**src/rtl/ghost_catch_arbiter.sv**
```systemverilog
// Decides on each movement tick whether a ghost has caught Pac-Man; owns lives and freeze/respawn/game-over sequencing.
// Latency: a catch sampled on a tick shows up (state/play_en/hit_id/lives) on the following clk; all outputs registered.
// Backpressure: none; play_en gates the movers, respawn is a one-cycle reload pulse, start is honoured only in IDLE/OVER.
module ghost_catch_arbiter #(
    parameter int LIVES_INIT   = 3,
    parameter int HIT_DIST     = 12,
    parameter int FREEZE_TICKS = 60
) (
    input  logic       clk,
    input  logic       rst,
    input  logic       tick,
    input  logic       start,
    input  logic [9:0] pac_x,
    input  logic [8:0] pac_y,
    input  logic [9:0] g0_x,
    input  logic [9:0] g1_x,
    input  logic [9:0] g2_x,
    input  logic [8:0] g0_y,
    input  logic [8:0] g1_y,
    input  logic [8:0] g2_y,
    output logic       play_en,
    output logic       respawn,
    output logic [1:0] lives,
    output logic [1:0] hit_id,
    output logic       game_over,
    output logic [2:0] state
);

    typedef enum logic [2:0] {
        S_IDLE    = 3'd0,
        S_PLAY    = 3'd1,
        S_HIT     = 3'd2,
        S_RESPAWN = 3'd3,
        S_OVER    = 3'd4
    } state_t;

    localparam int          CW          = (FREEZE_TICKS > 1) ? $clog2(FREEZE_TICKS) : 1;
    localparam logic [CW-1:0] FREEZE_LAST = CW'(FREEZE_TICKS - 1);
    localparam logic [1:0]  LIVES_LOAD  = 2'(LIVES_INIT);
    localparam logic [31:0] HIT_LIM     = 32'(HIT_DIST);

    state_t          cur, nxt;
    logic [1:0]      lives_n, hit_id_n;
    logic [CW-1:0]   cnt, cnt_n;

    logic [9:0] gx [3];
    logic [8:0] gy [3];
    logic [9:0] dx [3];
    logic [8:0] dy [3];
    logic [2:0] contact;
    logic [1:0] first_hit;

    assign gx[0] = g0_x;
    assign gx[1] = g1_x;
    assign gx[2] = g2_x;
    assign gy[0] = g0_y;
    assign gy[1] = g1_y;
    assign gy[2] = g2_y;

    // Subtract smaller from larger so distances never wrap.
    for (genvar i = 0; i < 3; i++) begin : g_contact
        assign dx[i]      = (pac_x >= gx[i]) ? (pac_x - gx[i]) : (gx[i] - pac_x);
        assign dy[i]      = (pac_y >= gy[i]) ? (pac_y - gy[i]) : (gy[i] - pac_y);
        assign contact[i] = (32'(dx[i]) < HIT_LIM) && (32'(dy[i]) < HIT_LIM);
    end

    always_comb begin
        first_hit = 2'd3;
        if (contact[2]) first_hit = 2'd2;
        if (contact[1]) first_hit = 2'd1;
        if (contact[0]) first_hit = 2'd0;
    end

    always_comb begin
        nxt      = cur;
        lives_n  = lives;
        hit_id_n = hit_id;
        cnt_n    = cnt;
        case (cur)
            S_IDLE: begin
                if (start) begin
                    lives_n = LIVES_LOAD;
                    nxt     = S_RESPAWN;
                end
            end
            S_PLAY: begin
                if (tick && (contact != 3'b000)) begin
                    hit_id_n = first_hit;
                    lives_n  = (lives == 2'd0) ? 2'd0 : lives - 2'd1;
                    cnt_n    = FREEZE_LAST;
                    nxt      = S_HIT;
                end
            end
            S_HIT: begin
                if (tick) begin
                    if (cnt == '0) begin
                        nxt = (lives == 2'd0) ? S_OVER : S_RESPAWN;
                    end else begin
                        cnt_n = cnt - 1'b1;
                    end
                end
            end
            S_RESPAWN: begin
                hit_id_n = 2'd3;
                nxt      = S_PLAY;
            end
            S_OVER: begin
                if (start) begin
                    lives_n = LIVES_LOAD;
                    nxt     = S_RESPAWN;
                end
            end
            default: nxt = S_IDLE;
        endcase
    end

    // Flag outputs are registered copies of the next state so they line up with state.
    always_ff @(posedge clk or posedge rst) begin
        if (rst) begin
            cur       <= S_IDLE;
            lives     <= LIVES_LOAD;
            hit_id    <= 2'd3;
            cnt       <= '0;
            play_en   <= 1'b0;
            respawn   <= 1'b0;
            game_over <= 1'b0;
        end else begin
            cur       <= nxt;
            lives     <= lives_n;
            hit_id    <= hit_id_n;
            cnt       <= cnt_n;
            play_en   <= (nxt == S_PLAY);
            respawn   <= (nxt == S_RESPAWN);
            game_over <= (nxt == S_OVER);
        end
    end

    assign state = cur;

endmodule

```
**config.mk**
```make
export PLATFORM = sky130hd
export DESIGN_NAME = ghost_catch_arbiter
export DESIGN_NICKNAME = d
export VERILOG_FILES = /design/src/rtl/ghost_catch_arbiter.sv
export SDC_FILE = /design/constraint.sdc
export NUM_CORES = 1
export LEC_CHECK = 0
export BUFFER_PORTS_ARGS = -buffer_cell sky130_fd_sc_hd__buf_2
export CAP_MARGIN = 30
export CORE_UTILIZATION = 60
export DETAILED_ROUTE_END_ITERATION = 10
export GPL_TIMING_DRIVEN = 0
export HOLD_SLACK_MARGIN = 0.02
export PLACE_DENSITY = 0.88
export SLEW_MARGIN = 20
export SYNTH_ARGS = -nofsm -noshare
export SYNTH_HDL_FRONTEND = slang
export SYNTH_SLANG_ARGS = --single-unit
```
**constraint.sdc**
```tcl
create_clock -name clk -period 4.9 [get_ports clk]
set_input_delay 0.49 -clock clk [delete_from_list [all_inputs] [get_ports clk]]
set_output_delay 0.49 -clock clk [all_outputs]
set_load 0.01 [all_outputs]
```
==> results of run 1 <==
## final timing paths
check,from,end
max in group asynchronous,rst,state[0]$_DFF_PP0_
hold / removal,rst,cnt[2]$_DFFE_PP0P_
setup reg to reg,state[1]$_DFF_PP0_,cnt[2]$_DFFE_PP0P_
min in group clk,tick,hit_id[0]$_DFFE_PP1P_
hold reg to reg,hit_id[1]$_DFFE_PP1P_,hit_id[1]$_DFFE_PP1P_
setup / recovery,pac_y[7],lives[0]$_DFFE_PP1P_
## metrics by stage
step                cell area (sq um)  worst slack, ns  hold slack (ns)  power, uW
finish                           6088           0.9619           0.2886       1096
detailed placement               6033           0.8104           0.5001      959.8
CTS                              6088            1.063           0.3198       1086
global placement                 6033           0.8161           0.4990      926.7
global route                     6088           0.5857           0.3517       1197
floorplan                        5453            1.294           0.4009      765.7
## report_power, final
part,leakage (uW),internal (uW),switching (uW)
sequential,0.000189,183,40.2
clock,0.0000288,71.5,50.1
combinational,0.00284,322,429
## metal layers
metal,global-route usage,routed length (um),vias up
li1,-,-,2891
met1,0.3658,6134,2656
met2,0.5623,7060,224
met3,0.02230,739,35
met4,0.1052,451,0
met5,0,0,-
## layout by cell type (no fill, tap or decap), drive strengths merged, types with 13 or more instances in the layout
cell type / Yosys / final
nand3: 15 / 15
nand2: 25 / 25
o21ai: 37 / 37
o21a: 16 / 16
buf: 6 / 95
nor2b: 21 / 21
xnor2: 18 / 18
a21oi: 54 / 54
nor2: 50 / 50
xor2: 13 / 13
ha: 109 / 109
a31oi: 13 / 13
clkbuf: 20 / 24
or3: 14 / 14
inv: 105 / 105
nand4: 14 / 14
a211oi: 14 / 14
a21o: 19 / 19
nor3: 22 / 22
## area by class of cell
class                           count  area, sq um  share of cell area
Clock buffer                        4        55.05            0.009042
Multi-Input combinational cell    595         4543              0.7462
Inverter                          105        394.1             0.06473
Tap cell                          108        135.1             0.02219
Timing Repair Buffer               89        445.4             0.07316
Buffer                             26        110.1             0.01808
Sequential cell                    16        405.4             0.06658
## sequential cells by signal (all words and copies together), names as in the netlist
name / count
cnt: 6
state: 3
hit_id: 2
lives: 2
game_over: 1
play_en: 1
respawn: 1
## cells by family after synthesis
| kind of cell | Yosys count | synth area share |
|---|---|---|
| AO/OA/AOI/OAI | 244 | 0.3190 |
| AND/OR/NAND/NOR | 202 | 0.1971 |
| buffers and inverters | 131 | 0.09247 |
| adder cells (fa/ha/maj) | 109 | 0.2501 |
| XOR/XNOR | 31 | 0.04979 |
| flip-flops | 16 | 0.07435 |
| multiplexers | 9 | 0.01721 |
## critical path: stages
cell and delay, ns:
sky130_fd_sc_hd__buf_2 0.14, sky130_fd_sc_hd__inv_1 0.11, sky130_fd_sc_hd__ha_1 0.31, sky130_fd_sc_hd__clkbuf_1 0.19, sky130_fd_sc_hd__and2_1 0.22, sky130_fd_sc_hd__a221oi_1 0.43
sky130_fd_sc_hd__nor2_1 0.08, sky130_fd_sc_hd__a2111oi_0 0.46, sky130_fd_sc_hd__nor4bb_1 0.45, sky130_fd_sc_hd__o22ai_1 0.16, sky130_fd_sc_hd__o21ai_0 0.55, sky130_fd_sc_hd__o21ai_4 0.19
sky130_fd_sc_hd__a211o_1 0.33
==> flow_results.xml, run 1 <==
<?xml version="1.0" encoding="UTF-8"?>
<metrics>
  <group name="outcome">
    <metric name="outcome" unit="">complete, no violations</metric>
  </group>
  <group name="timing">
    <metric name="period_needed" unit="ns">3.938</metric>
    <metric name="fmaxAchievable" unit="MHz">253.9</metric>
    <metric name="slew_headroom" unit="">0.4776</metric>
    <metric name="tightestPinTransition" unit="ns">0.7820</metric>
    <metric name="rsz_0062_raised_after_global_routing" unit="">no</metric>
    <metric name="fin_skew" unit="ns">0.004049</metric>
    <metric name="final.period_utilization" unit="">0.8037</metric>
    <metric name="finalMaxSlewViolations" unit="">0</metric>
    <metric name="finalSetupViolCount" unit="">0</metric>
    <metric name="hold_viol" unit="">0</metric>
    <metric name="tns" unit="ns">0</metric>
  </group>
  <group name="synthesis">
    <metric name="synth.most_common_cell" unit="">sky130_fd_sc_hd__ha_1</metric>
    <metric name="synth-async-reset-ratio" unit="">1.000</metric>
    <metric name="netlist-cell-type-count" unit="">78</metric>
    <metric name="syn-mean-instance-area" unit="sq um">7.349</metric>
    <metric name="mappedNetlistNets" unit="">931</metric>
    <metric name="synthesis.area" unit="sq mm">0.005453</metric>
    <metric name="share_of_the_synthesized_area_in_the_top_cell_type" unit="">0.2501</metric>
    <metric name="number_of_cells_produced_by_synthesis" unit="">742</metric>
    <metric name="synth.top_cells.by_area" unit="">sky130_fd_sc_hd__ha_1, sky130_fd_sc_hd__inv_1, sky130_fd_sc_hd__dfrtp_1</metric>
    <metric name="synth-edff-count" unit="">0</metric>
    <metric name="netlist_top_cells_count" unit="">sky130_fd_sc_hd__ha_1, sky130_fd_sc_hd__inv_1, sky130_fd_sc_hd__a21oi_1</metric>
    <metric name="synth_flop_cell" unit="">sky130_fd_sc_hd__dfrtp_1</metric>
    <metric name="synth.yosys.warnings" unit="">0</metric>
    <metric name="synth_seq_cells" unit="">16</metric>
    <metric name="yosysSeqAreaShare" unit="">0.07435</metric>
    <metric name="synth_largest_area_cell" unit="">sky130_fd_sc_hd__ha_1</metric>
  </group>
  <group name="route">
    <metric name="drtPass1Iterations" unit="">5</metric>
    <metric name="drtAntennaViolNets" unit="">0</metric>
    <metric name="remaining_drc_errors" unit="">0</metric>
    <metric name="avgRoutedWirePerCell" unit="um">15.26</metric>
    <metric name="iteration_0_drc_count_of_the_detailed_router" unit="">291</metric>
    <metric name="vias" unit="">5806</metric>
    <metric name="routed_wl" unit="mm">14.39</metric>
    <metric name="vias_per_cell" unit="">6.157</metric>
  </group>
  <group name="setup_path">
    <metric name="rrSetupSlack" unit="ns">2.37</metric>
    <metric name="setup.worst_path.end_class" unit="">flip-flop</metric>
    <metric name="worst-endpoint-arrival" unit="ns">4.12</metric>
    <metric name="crit_required" unit="ns">5.09</metric>
    <metric name="critical_path_peak_fanout" unit="">9</metric>
    <metric name="timing.critical_path.from_type" unit="">input port</metric>
    <metric name="reg2reg_depth" unit="">7</metric>
    <metric name="timing_worst_setup_path_type" unit="">in2reg</metric>
  </group>
  <group name="power_and_ir_drop">
    <metric name="powerDensity" unit="mW/mm^2">180.1</metric>
    <metric name="vdd_drop_max" unit="uV">108.6</metric>
    <metric name="total_leakage_power" unit="uW">0.003057</metric>
  </group>
  <group name="clock_tree">
    <metric name="tritoncts_buffers" unit="">3</metric>
    <metric name="cts_hold_buffers" unit="">0</metric>
    <metric name="cts.clk_slew.worst_paths" unit="ns">0.07</metric>
    <metric name="cts_max_path_buffers" unit="">2</metric>
    <metric name="ctsResizeCount" unit="">0</metric>
    <metric name="cts_tree" unit="">done</metric>
    <metric name="clkSinkCount" unit="">16</metric>
    <metric name="post-cts-setup-buffers" unit="">0</metric>
    <metric name="clk_root_buffer_cell" unit="">sky130_fd_sc_hd__clkbuf_8</metric>
    <metric name="cts.htree.levels" unit="">1</metric>
    <metric name="clkLatencyLatePin" unit="ns">0.26</metric>
  </group>
  <group name="floorplanning">
    <metric name="die_width" unit="um">97.33</metric>
    <metric name="floorplan.die.height" unit="um">97.33</metric>
    <metric name="row_count" unit="">34</metric>
    <metric name="design.core.area" unit="sq mm">0.008763</metric>
    <metric name="floorplan.initialDensity" unit="">0.6222</metric>
    <metric name="ios" unit="">90</metric>
    <metric name="dieArea" unit="sq mm">0.009473</metric>
  </group>
  <group name="finish">
    <metric name="antenna_cells" unit="">0</metric>
    <metric name="layout-drive-gt1-share" unit="">0.1473</metric>
    <metric name="fillCellCount" unit="">757</metric>
    <metric name="finalNetCount" unit="">1025</metric>
    <metric name="syn_to_final_growth" unit="%">11.66</metric>
    <metric name="fin_cells" unit="">943</metric>
    <metric name="layout.core_utilization" unit="">0.6947</metric>
  </group>
  <group name="placement">
    <metric name="routabilityCongestion" unit="">0.9314</metric>
    <metric name="placed_cells" unit="">939</metric>
    <metric name="io_buffers" unit="">89</metric>
    <metric name="place.detailed.hpwl" unit="mm">12.02</metric>
  </group>
  <group name="global_route">
    <metric name="grt_first_pass_wirelength" unit="mm">24.57</metric>
    <metric name="grt_util_all_layers" unit="">0.3031</metric>
    <metric name="antenna_found_initial" unit="">0</metric>
    <metric name="pin_count_of_the_biggest_net_entering_global_routing" unit="">17</metric>
    <metric name="grt_pass1_vias" unit="">5571</metric>
    <metric name="total_grt_overflow" unit="">0</metric>
  </group>
  <group name="job">
    <metric name="max_cap_violations" unit="">0</metric>
  </group>
  <group name="hold_path">
    <metric name="hold_path.class" unit="">in2async</metric>
  </group>
</metrics>
No activity file was read; power rests on OpenSTA's default activity.
==> run 2: changes to the inputs <==
--- a/config.mk
+++ b/config.mk
@@ -5,13 +5,14 @@
 export SDC_FILE = /design/constraint.sdc
 export NUM_CORES = 1
 export LEC_CHECK = 0
+export ABC_AREA = 1
 export BUFFER_PORTS_ARGS = -buffer_cell sky130_fd_sc_hd__buf_2
 export CAP_MARGIN = 30
-export CORE_UTILIZATION = 60
+export CORE_UTILIZATION = 55
 export DETAILED_ROUTE_END_ITERATION = 10
 export GPL_TIMING_DRIVEN = 0
 export HOLD_SLACK_MARGIN = 0.02
-export PLACE_DENSITY = 0.88
+export PLACE_DENSITY = 0.84
 export SLEW_MARGIN = 20
 export SYNTH_ARGS = -nofsm -noshare
 export SYNTH_HDL_FRONTEND = slang
==> constraint.sdc (replaced) <==
create_clock -name clk -period 3.4 [get_ports clk]
set_input_delay 0.34 -clock clk [delete_from_list [all_inputs] [get_ports clk]]
set_output_delay 0.34 -clock clk [all_outputs]
set_load 0.01 [all_outputs]
==> flow_results.xml, run 2 <==
<?xml version="1.0" encoding="UTF-8"?>
<metrics>
  <group name="synthesis">
    <metric name="synth.most_common_cell" unit="">sky130_fd_sc_hd__nand2_1</metric>
    <metric name="synth_largest_area_cell" unit="">sky130_fd_sc_hd__nand2_1</metric>
    <metric name="mappedNetlistNets" unit="">1486</metric>
    <metric name="synthesis.area" unit="sq mm">0.006874</metric>
    <metric name="synth.yosys.warnings" unit="">0</metric>
    <metric name="share_of_the_synthesized_area_in_the_top_cell_type" unit="">0.2719</metric>
    <metric name="syn-mean-instance-area" unit="sq um">5.300</metric>
    <metric name="netlist-cell-type-count" unit="">35</metric>
    <metric name="synth_flop_cell" unit="">sky130_fd_sc_hd__dfrtp_1</metric>
    <metric name="yosysSeqAreaShare" unit="">0.05897</metric>
    <metric name="number_of_cells_produced_by_synthesis" unit="">1297</metric>
    <metric name="synth-edff-count" unit="">0</metric>
    <metric name="synth_seq_cells" unit="">16</metric>
    <metric name="netlist_top_cells_count" unit="">sky130_fd_sc_hd__nand2_1, sky130_fd_sc_hd__inv_1, sky130_fd_sc_hd__nand3_1</metric>
    <metric name="synth-async-reset-ratio" unit="">1.000</metric>
    <metric name="synth.top_cells.by_area" unit="">sky130_fd_sc_hd__nand2_1, sky130_fd_sc_hd__ha_1, sky130_fd_sc_hd__inv_1</metric>
  </group>
  <group name="timing">
    <metric name="tightestPinTransition" unit="ns">0.9032</metric>
    <metric name="period_needed" unit="ns">2.946</metric>
    <metric name="slew_headroom" unit="">0.3932</metric>
    <metric name="finalSetupViolCount" unit="">0</metric>
    <metric name="final.period_utilization" unit="">0.8664</metric>
    <metric name="final.hold.worst_slack" unit="ns">0.1604</metric>
    <metric name="fin_skew" unit="ns">0.003236</metric>
    <metric name="tns" unit="ns">0</metric>
    <metric name="hold_viol" unit="">0</metric>
    <metric name="rsz_0062_raised_after_global_routing" unit="">no</metric>
    <metric name="finalMaxSlewViolations" unit="">0</metric>
    <metric name="fmaxAchievable" unit="MHz">339.5</metric>
  </group>
  <group name="setup_path">
    <metric name="critical_path.most_common_cell" unit="">sky130_fd_sc_hd__nand2_1</metric>
    <metric name="setup.worst_path.end_class" unit="">flip-flop</metric>
    <metric name="timing.critical_path.from_type" unit="">input port</metric>
    <metric name="critical_path_peak_fanout" unit="">8</metric>
    <metric name="crit_path_top_delay_cell" unit="">sky130_fd_sc_hd__ha_1</metric>
    <metric name="crit_required" unit="ns">3.54</metric>
    <metric name="worst-endpoint-arrival" unit="ns">3.08</metric>
    <metric name="crit_path_max_incr_delay" unit="ns">0.41</metric>
    <metric name="crit_path_cell_trace" unit="">buf_2 -&gt; inv_1 -&gt; ha_1 -&gt; nand2_1 -&gt; inv_1 -&gt; a21oi_1 -&gt; nand3_2 -&gt; nor2_4 -&gt; nand3_1 -&gt; nand2_1 -&gt; nand2_1 -&gt; nor2_1 -&gt; nand3_1 -&gt; nand3_2 -&gt; nand2_2 -&gt; nand2_4 -&gt; nand2_4 -&gt; nand2_1 -&gt; nand2_1</metric>
    <metric name="timing_worst_setup_path_type" unit="">in2reg</metric>
  </group>
  <group name="power_and_ir_drop">
    <metric name="vdd_drop_max" unit="uV">203.9</metric>
    <metric name="powerDensity" unit="mW/mm^2">274.6</metric>
    <metric name="total_leakage_power" unit="uW">0.004946</metric>
  </group>
  <group name="global_route">
    <metric name="grt_util_all_layers" unit="">0.2885</metric>
    <metric name="total_grt_overflow" unit="">0</metric>
    <metric name="grt_pass1_vias" unit="">7264</metric>
    <metric name="pin_count_of_the_biggest_net_entering_global_routing" unit="">17</metric>
    <metric name="grt_first_pass_wirelength" unit="mm">31.23</metric>
    <metric name="antenna_found_initial" unit="">1</metric>
  </group>
  <group name="placement">
    <metric name="place.detailed.hpwl" unit="mm">15.88</metric>
    <metric name="placedInstanceArea" unit="sq mm">0.007530</metric>
    <metric name="io_buffers" unit="">89</metric>
    <metric name="routabilityCongestion" unit="">0.9649</metric>
  </group>
  <group name="finish">
    <metric name="finalNetCount" unit="">1580</metric>
    <metric name="most_frequent_cells_in_the_layout" unit="">sky130_fd_sc_hd__nand2_1, sky130_fd_sc_hd__inv_1, sky130_fd_sc_hd__nand3_1</metric>
    <metric name="antenna_cells" unit="">0</metric>
    <metric name="layout-drive-gt1-share" unit="">0.1086</metric>
    <metric name="mostFrequentLayoutCell" unit="">sky130_fd_sc_hd__nand2_1</metric>
    <metric name="final_design_area_no_fill" unit="sq mm">0.007619</metric>
    <metric name="layout.core_utilization" unit="">0.6290</metric>
    <metric name="largest_register_by_flop_count" unit="">cnt</metric>
    <metric name="syn_to_final_growth" unit="%">10.83</metric>
    <metric name="largest_register_ff_count" unit="">6</metric>
  </group>
  <group name="floorplanning">
    <metric name="die_width" unit="um">113.8</metric>
    <metric name="design.core.area" unit="sq mm">0.01211</metric>
    <metric name="row_count" unit="">40</metric>
    <metric name="dieArea" unit="sq mm">0.01295</metric>
    <metric name="floorplan.initialDensity" unit="">0.5676</metric>
    <metric name="floorplan.die.height" unit="um">113.8</metric>
    <metric name="ios" unit="">90</metric>
  </group>
  <group name="clock_tree">
    <metric name="ctsResizeCount" unit="">0</metric>
    <metric name="cts_tree" unit="">done</metric>
    <metric name="clkLatencyLatePin" unit="ns">0.25</metric>
    <metric name="clk_root_buffer_cell" unit="">sky130_fd_sc_hd__clkbuf_16</metric>
    <metric name="cts.htree.levels" unit="">1</metric>
    <metric name="cts_max_path_buffers" unit="">2</metric>
    <metric name="clkSinkCount" unit="">16</metric>
    <metric name="post-cts-setup-buffers" unit="">0</metric>
    <metric name="cts_hold_buffers" unit="">0</metric>
    <metric name="tritoncts_buffers" unit="">3</metric>
    <metric name="cts.clk_slew.worst_paths" unit="ns">0.05</metric>
  </group>
  <group name="route">
    <metric name="vias" unit="">8134</metric>
    <metric name="drtAntennaViolNets" unit="">0</metric>
    <metric name="iteration_0_drc_count_of_the_detailed_router" unit="">612</metric>
    <metric name="vias_per_cell" unit="">5.221</metric>
    <metric name="routed_wl" unit="mm">18.52</metric>
    <metric name="avgRoutedWirePerCell" unit="um">11.89</metric>
    <metric name="remaining_drc_errors" unit="">0</metric>
    <metric name="drtPass1Iterations" unit="">5</metric>
  </group>
  <group name="hold_path">
    <metric name="hold_path.class" unit="">in2async</metric>
  </group>
  <group name="job">
    <metric name="max_cap_violations" unit="">0</metric>
  </group>
  <group name="outcome">
    <metric name="outcome" unit="">complete, no violations</metric>
  </group>
</metrics>
run 2: cell types whose count changed in the layout (fill, tap and decap cells not counted), moves of 13 or more:
| cell | change |
|---|---|
| sky130_fd_sc_hd__nor2_1 | +37 |
| sky130_fd_sc_hd__inv_1 | +143 |
| sky130_fd_sc_hd__a21o_1 | -15 |
| sky130_fd_sc_hd__nand3_1 | +115 |
| sky130_fd_sc_hd__a211oi_1 | -13 |
| sky130_fd_sc_hd__nand2_1 | +473 |
| sky130_fd_sc_hd__o21ai_0 | -20 |
| sky130_fd_sc_hd__nor2b_1 | -21 |
| sky130_fd_sc_hd__clkbuf_1 | -20 |
| sky130_fd_sc_hd__nor3_1 | -15 |
| sky130_fd_sc_hd__xnor2_1 | -15 |
| sky130_fd_sc_hd__nand4_1 | +22 |
run 2: final cells by class:
type	instances	area (sq um)
plain buffers	6	30.03
clock buffers	4	88.84
fillers	1259	4493
inverters	254	953.4
multi-input cells	1021	5485
flip-flops and latches	16	405.4
well taps	168	210.2
repair buffers	89	445.4
run 2: layer usage:
metal	track usage	wire (um)	vias up	part of all wire
met4	0.08658	495	0	0.027
met3	0.01328	1180	37	0.064
met1	0.3845	8523	3588	0.46
li1	-	-	4230	-
met5	0	0	-	0
met2	0.5037	8318	279	0.45
run 2: report_power, final:
| part | switching [uW] | internal (uW) | total, uW |
|---|---|---|---|
| sequential | 58.1 | 267 | 325 |
| clock | 76.0 | 179 | 255 |
| combinational | 972 | 540 | 1510 |
| total | 1110 | 986 | 2090 |
run 2: path summary, 6_finish.rpt:
path | depth (start not counted) | start | slack [ns] | endpoint
worst max-delay path | 19 | pac_x[8] | 0.45 | cnt[5]$_DFFE_PP0P_
worst min-delay path | 2 | rst | 0.16 | state[0]$_DFF_PP0_
worst max register to register | 6 | state[1]$_DFF_PP0_ | 1.18 | cnt[5]$_DFFE_PP0P_
worst min register to register | 2 | cnt[1]$_DFFE_PP0P_ | 0.48 | cnt[1]$_DFFE_PP0P_
max in group asynchronous | 2 | rst | 2.84 | state[2]$_DFF_PP0_
min in group clk | 3 | tick | 0.41 | hit_id[0]$_DFFE_PP1P_
run 2: metrics by stage:
step	setup slack (ns)	power [uW]	instances
global route	0.2080	2329	1558
detailed placement	0.2690	1813	1554
global placement	0.3179	1783	1554
CTS	0.5268	2079	1558
finish	0.4543	2092	1558
floorplan	1.093	1450	1297
run 2: critical path, delay by kind of cell:
| family | cells | cell delay [ns] |
|---|---|---|
| buf+inv | 3 | 0.33 |
| compound gates | 1 | 0.27 |
| simple gates | 14 | 1.73 |
| fa+ha+maj | 1 | 0.41 |
run 2: kinds of logic after synthesis:
family | Yosys count | share of synthesized area
simple gates | 805 | 0.5060
flops | 16 | 0.05897
buf+inv | 260 | 0.1431
fa+ha+maj | 109 | 0.1984
xor+xnor | 8 | 0.01019
compound gates | 99 | 0.08337
